**src/rtl/block_copy_dma.sv**
```systemverilog
// block_copy_dma: copies num_words DATA_W-bit words from src_addr to dst_addr, one read/write pair per word.
module block_copy_dma #(
    parameter int LEN_W  = 16,
    parameter int DATA_W = 128
) (
    input  logic              clk,
    input  logic              rst_n,
    input  logic              start,
    input  logic [31:0]       src_addr,
    input  logic [31:0]       dst_addr,
    input  logic [LEN_W-1:0]  num_words,
    input  logic              abort,
    output logic              busy,
    output logic              done,
    output logic              err,
    output logic [LEN_W-1:0]  words_done,
    output logic [31:0]       mem_address,
    output logic [DATA_W-1:0] mem_write_data,
    output logic              mem_write,
    input  logic [DATA_W-1:0] mem_read_data
);
    typedef enum logic [1:0] {IDLE, RD, WR, FIN} state_t;
    localparam logic [31:0] STRIDE = 32'(DATA_W / 8);
    state_t           state;
    logic [31:0]      src_ptr, dst_ptr;
    logic [LEN_W-1:0] rem;
    logic             misaligned;
    assign misaligned = (src_addr[3:0] != 4'd0) || (dst_addr[3:0] != 4'd0);
    // read data arrives in the WR cycle itself, so write data is steered straight through
    assign mem_write_data = (state == WR) ? mem_read_data : '0;
    always_ff @(posedge clk or negedge rst_n) begin
        if (!rst_n) begin
            state       <= IDLE;
            busy        <= 1'b0;
            done        <= 1'b0;
            err         <= 1'b0;
            words_done  <= '0;
            mem_address <= '0;
            mem_write   <= 1'b0;
            src_ptr     <= '0;
            dst_ptr     <= '0;
            rem         <= '0;
        end else begin
            case (state)
                IDLE: if (start) begin
                    src_ptr    <= src_addr;
                    dst_ptr    <= dst_addr;
                    rem        <= num_words;
                    words_done <= '0;
                    if (num_words == '0 || misaligned) begin
                        state <= FIN;
                        done  <= 1'b1;
                        err   <= (num_words != '0) && misaligned;
                    end else begin
                        state       <= RD;
                        busy        <= 1'b1;
                        mem_address <= src_addr;
                    end
                end
                RD: if (abort) begin
                    state       <= FIN;
                    done        <= 1'b1;
                    busy        <= 1'b0;
                    mem_address <= '0;
                end else begin
                    state       <= WR;
                    mem_write   <= 1'b1;
                    mem_address <= dst_ptr;
                end
                WR: begin
                    src_ptr    <= src_ptr + STRIDE;
                    dst_ptr    <= dst_ptr + STRIDE;
                    words_done <= words_done + LEN_W'(1);
                    rem        <= rem - LEN_W'(1);
                    mem_write  <= 1'b0;
                    if (rem == LEN_W'(1) || abort) begin
                        state       <= FIN;
                        done        <= 1'b1;
                        busy        <= 1'b0;
                        mem_address <= '0;
                    end else begin
                        state       <= RD;
                        mem_address <= src_ptr + STRIDE;
                    end
                end
                FIN: begin
                    state <= IDLE;
                    done  <= 1'b0;
                    err   <= 1'b0;
                end
                default: state <= IDLE;
            endcase
        end
    end
endmodule

```
**config.mk**
```make
export PLATFORM = sky130hd
export DESIGN_NAME = block_copy_dma
export DESIGN_NICKNAME = d
export VERILOG_FILES = /design/src/rtl/block_copy_dma.sv
export SDC_FILE = /design/constraint.sdc
export NUM_CORES = 1
export LEC_CHECK = 0
export CAP_MARGIN = 20
export CORE_MARGIN = 2
export CORE_UTILIZATION = 40
export DETAILED_ROUTE_END_ITERATION = 10
export PLACE_DENSITY = 0.78
export RECOVER_POWER = 50
export SLEW_MARGIN = 20
export SYNTH_ARGS = -nofsm -noshare
export SYNTH_HDL_FRONTEND = slang
export SYNTH_SLANG_ARGS = --single-unit
```
**constraint.sdc**
```tcl
create_clock -name clk -period 2.3 [get_ports clk]
set_input_delay 0.69 -clock clk [delete_from_list [all_inputs] [get_ports clk]]
set_output_delay 0.69 -clock clk [all_outputs]
set_load 0.02 [all_outputs]
```
# == Word level (Yosys, flattened, before mapping) ==
# Index checks and enable logic that the tools add are counted.
# totals
output_inout_bits,180
regBits,134
in_bits,212
# classes
add_sub_neg,4
muxes,34
reduce_logical,19
eq_ne,10
# op_table
cell,n
$mux 32,6
$mux 128,1
$pmux 32 s2,2
$pmux 32 s3,1
$add 32x5->32 const B,2
$pmux 16 s2,2
$mux 16,2
$add 16x1->16 const B,1
$eq 16x1->1 const B,1
$logic_not 16->1,1
$reduce_bool 16->1,1
$sub 16x1->16 const B,1
$mux 1,12
$ne 2x2->1 const B,5
$pmux 2 s4,1
$reduce_bool 4->1,2
$mux 2,3
$reduce_and 3->1,2
$reduce_bool 2->1,3
$reduce_and 5->1,1
$eq 2x2->1 const B,2
$pmux 1 s2,2
$pmux 1 s4,1
$reduce_and 2->1,2
8 further kinds,10

# == Longest topological paths before layout ==
# logic_depth
depth_word,6
depth_mapped,9
mapped_depth_nobuf,8

# == Worst setup path before layout ==
# Ideal clock, no wire load.
# synth_path
path_kind,reg2out
start,reg state[0]
end,out mem_write_data[127]
required_time_ns,1.610
path_buffers,3
arrival_time_ns,1.725
stages_incl_launch_ff,7
path_slack_ns,-0.115
cell_sequence,dfrtp_1 > inv_1 > ha_1 > clkbuf_1 > clkbuf_1 > clkbuf_1 > and2_1
# synth_between
elab_chain_len,2
# synth_rtl
element,line_no,rtl
"start, declared",24,state_t state;
"start signal, assigned",33,state <= IDLE;
"start signal, assigned",51,state <= FIN;
"start signal, assigned",55,state <= RD;
$eq 2x2->1,30,assign mem_write_data = (state == WR) ? mem_read_data : '0;
$mux 128,30,
"end, declared",18,"output logic [DATA_W-1:0] mem_write_data,"
# No other way between the ends.

# == Worst setup path in the final report ==
# layout_path
start,reg state[0]
end,out mem_write_data[98]
# Same word-level chain as after synthesis.

==> metrics.csv <==
metric,value,unit
Chip Height,158,um
pwr/cell area,1390,nW/um2
Critical Path RT,1610,ps
"CTS clk-pin slew, worst paths",60,ps
count of cell types in the netlist,63,
Die Wd,158,um
Synth Warn #,0,
crit start category,register,
Worst setup EP type,output pin,
WS Path Type,reg -> out,
Final Critical Period,2440,ps
Syn Area/Cell,7.72,um2
Mapped Cells,1235,
Compound-Gate Fraction of Synth Area,22.4,%
top cell type's share of synthesized area,35.2,%
status,"complete, but fails checks",
post-layout util,68.9,%
Min Hold Slack,484,ps
failing checks,negative setup slack,
CP Data Arrival Time,1750,ps
FMAX,0.410,GHz
total clock sinks,134,
Post-synth ARST share,100,%
"Slowest-stage cell, CP",dfrtp_1,
"non-filler cells, final",2012,
Clock Skew,8.96,ps
Slew @ Worst Pin,1350,ps
DP Wirelength,36.8,mm
Netlist Area Pre-Place,9530,um2
largest family of logic cells by synthesized area,simple AND/OR/NAND/NOR gates,
HP Class,reg -> reg,
GP Congestion,1.01,
Max clock buf depth,2,
detailed-route via count,11700,
Post-route DRC,0,
number of global-route vias before repair,10900,
clock root cell,clkbuf_16,
most frequent cells in the layout,"246 x clkdlybuf4s50_1, 134 x dfrtp_1, 132 x buf_4, 106 x nor2_1, 102 x nand2_1",
Final setup viols,119,
worst ir drop on vdd,0.000772,V
Max Cap Viol,0,
share of post-route cells with drive strength above 1,25.2,%
initial antenna violation count,1,
post-route clock period utilization,106,%
fillers,1909,
Post-DRT Antenna Nets,0,
"leading cell type in the layout, fill and taps excluded",clkdlybuf4s50_1,
leakage power,7.14,nW
TritonCTS clock tree,yes,
number of synthesized flops with an enable pin,0,
total power,0.0224,W
total die area,25100,um2
final-stage net count,1902,
syn nets,1457,
largest area contributor in the netlist,dfrtp_1,
FP Rows,56,
Tot GR Track Use,36.4,%
final hold violations,0,
Antenna diodes,0,
Placed Cells,1960,
area growth from synthesis to layout,69.1,%
worst skew pair latency,430,ps
Crit path largest cell delay,390,ps
Initial Util,40.7,%
WL final,46.8,mm
xor/xnor cell area share of the yosys netlist,3.31,%
Vias/cell,5.79,
GRT overflow,0,
core area,23400,um2
largest net degree at the start of global routing,86,
wire per inst,23.3,um
CTS Hold Bufs,0,
register area share after synthesis,35.2,%
fin. max-slew vios,0,
Initial DRT Pass Iterations,7,
Max-slew headroom,10.2,%
io pins,392,
#FFs+latches synth,134,
sequential cell area,3350,um2
first-pass GRT wire length,67.6,mm
number of I/O port buffers,391,
setup slack after layout,-136,ps
unrepaired setup endpoints after global routing,yes,
Post-Synth Simple-Gate Area,29.2,%
1st-iter DRT viols,1194,
multiplexer area fraction after synthesis,2.53,%
CTS buffer count,17,
critical path cell sequence,"inv_2, ha_4, buf_12, buf_12, buf_6, and2_4, buf_6",
Synth Flop Type,dfrtp_1,
top post-synthesis cells by area,"dfrtp_1 35%, and2_1 9.1%, a21oi_1 5.2%, o22ai_1 4.4%, nor2_1 4.4%",
H-tree Lvls,4,
Synth Area in Adders,1.31,%
crit-path max FO,7,
multi-input logic area,6020,um2
cell usage after synthesis, drive strengths merged (2+ instances only):
cell and count:
a211oi 4, a21o 6, a21oi 100, a221oi 11
a22oi 2, a311oi 4, a31o 2, a31oi 47
a32oi 2, and2 139, and3 28, and4 12
buf 11, clkbuf 88, clkinv 2, dfrtp 134
ha 10, inv 50, mux2i 23, nand2 105
nand3 62, nand4 20, nor2 111, nor2b 3
nor3 13, nor3b 5, nor4 16, o211ai 5
o21ai 72, o22a 10, o22ai 67, o31ai 5
o32a 2, o32ai 4, or2 3, or3 8
xnor2 15, xor2 21
worst max-delay path: cells and delay by family (launching register included):
kind | cells | cell delay [ps]
buffers and inverters | 5 | 570
flip-flops | 1 | 390
adder cells (fa/ha/maj) | 1 | 200
AND/OR/NAND/NOR | 1 | 160
power breakdown:
group,switching [W],leakage [nW],internal [W]
Sequential,0.00135,1.55,0.00341
Combinational,0.00778,5.26,0.00666
Clock,0.00110,0.320,0.00210
Total,0.0102,7.14,0.0122
area by class of cell:
type	count	area share (%)
clock buffers	21	2.86
flip-flops and latches	134	20.8
clock inverters	11	1.37
well taps	319	2.47
repair buffers	524	33.9
inverters	52	1.26
multi-input cells	951	37.3
registers in the layout (all words and copies together), names as in the netlist:
| register | flops |
|---|---|
| busy | 1 |
| done | 1 |
| dst_ptr | 32 |
| err | 1 |
| mem_address | 32 |
| mem_write | 1 |
| rem | 16 |
| src_ptr | 32 |
| state | 2 |
| words_done | 16 |
layer usage:
| metal | GRT usage [%] | share of wire, % |
|---|---|---|
| met1 | 47.0 | 39 |
| met4 | 11.6 | 3.4 |
| met5 | 0 | 0 |
| met3 | 9.96 | 10 |
| met2 | 59.2 | 47 |
metrics by stage:
stage                     setup WS (ps)  instance area, um2  TNS [ps]
after floorplan                   -22.3                9540     -22.3
after global placement             -562               14700    -38700
after detailed placement           -625               14700    -41540
after CTS                          -148               15500     -6980
after global routing               -178               16100    -14540
final                              -136               16100     -6860
repair_timing:
action	CTS	global route
gates cloned	1	2
endpoints found under the setup margin	139	169
pin swaps	4	24
buffers inserted	5	12
resized for setup	449	149
path summary, 6_finish.rpt:
kind	cells past startpoint	end	slack [ps]	from
max in group asynchronous	2	done	800	rst_n
min in group asynchronous	2	src_ptr[22]	620	rst_n
setup reg to reg	11	mem_address[10]	20	state[0]
hold reg to reg	2	src_ptr[2]	480	src_ptr[2]
setup / recovery	7	mem_write_data[98]	-140	state[0]
hold / removal	2	src_ptr[2]	480	src_ptr[2]
kinds of logic after synthesis:
| kind of cell | after synthesis |
|---|---|
| buf+inv | 151 |
| flops | 134 |
| simple gates | 529 |
| xor+xnor | 36 |
| fa+ha+maj | 10 |
| mux | 24 |
| compound gates | 351 |
Note: power is estimated with default switching activity, not from simulation.
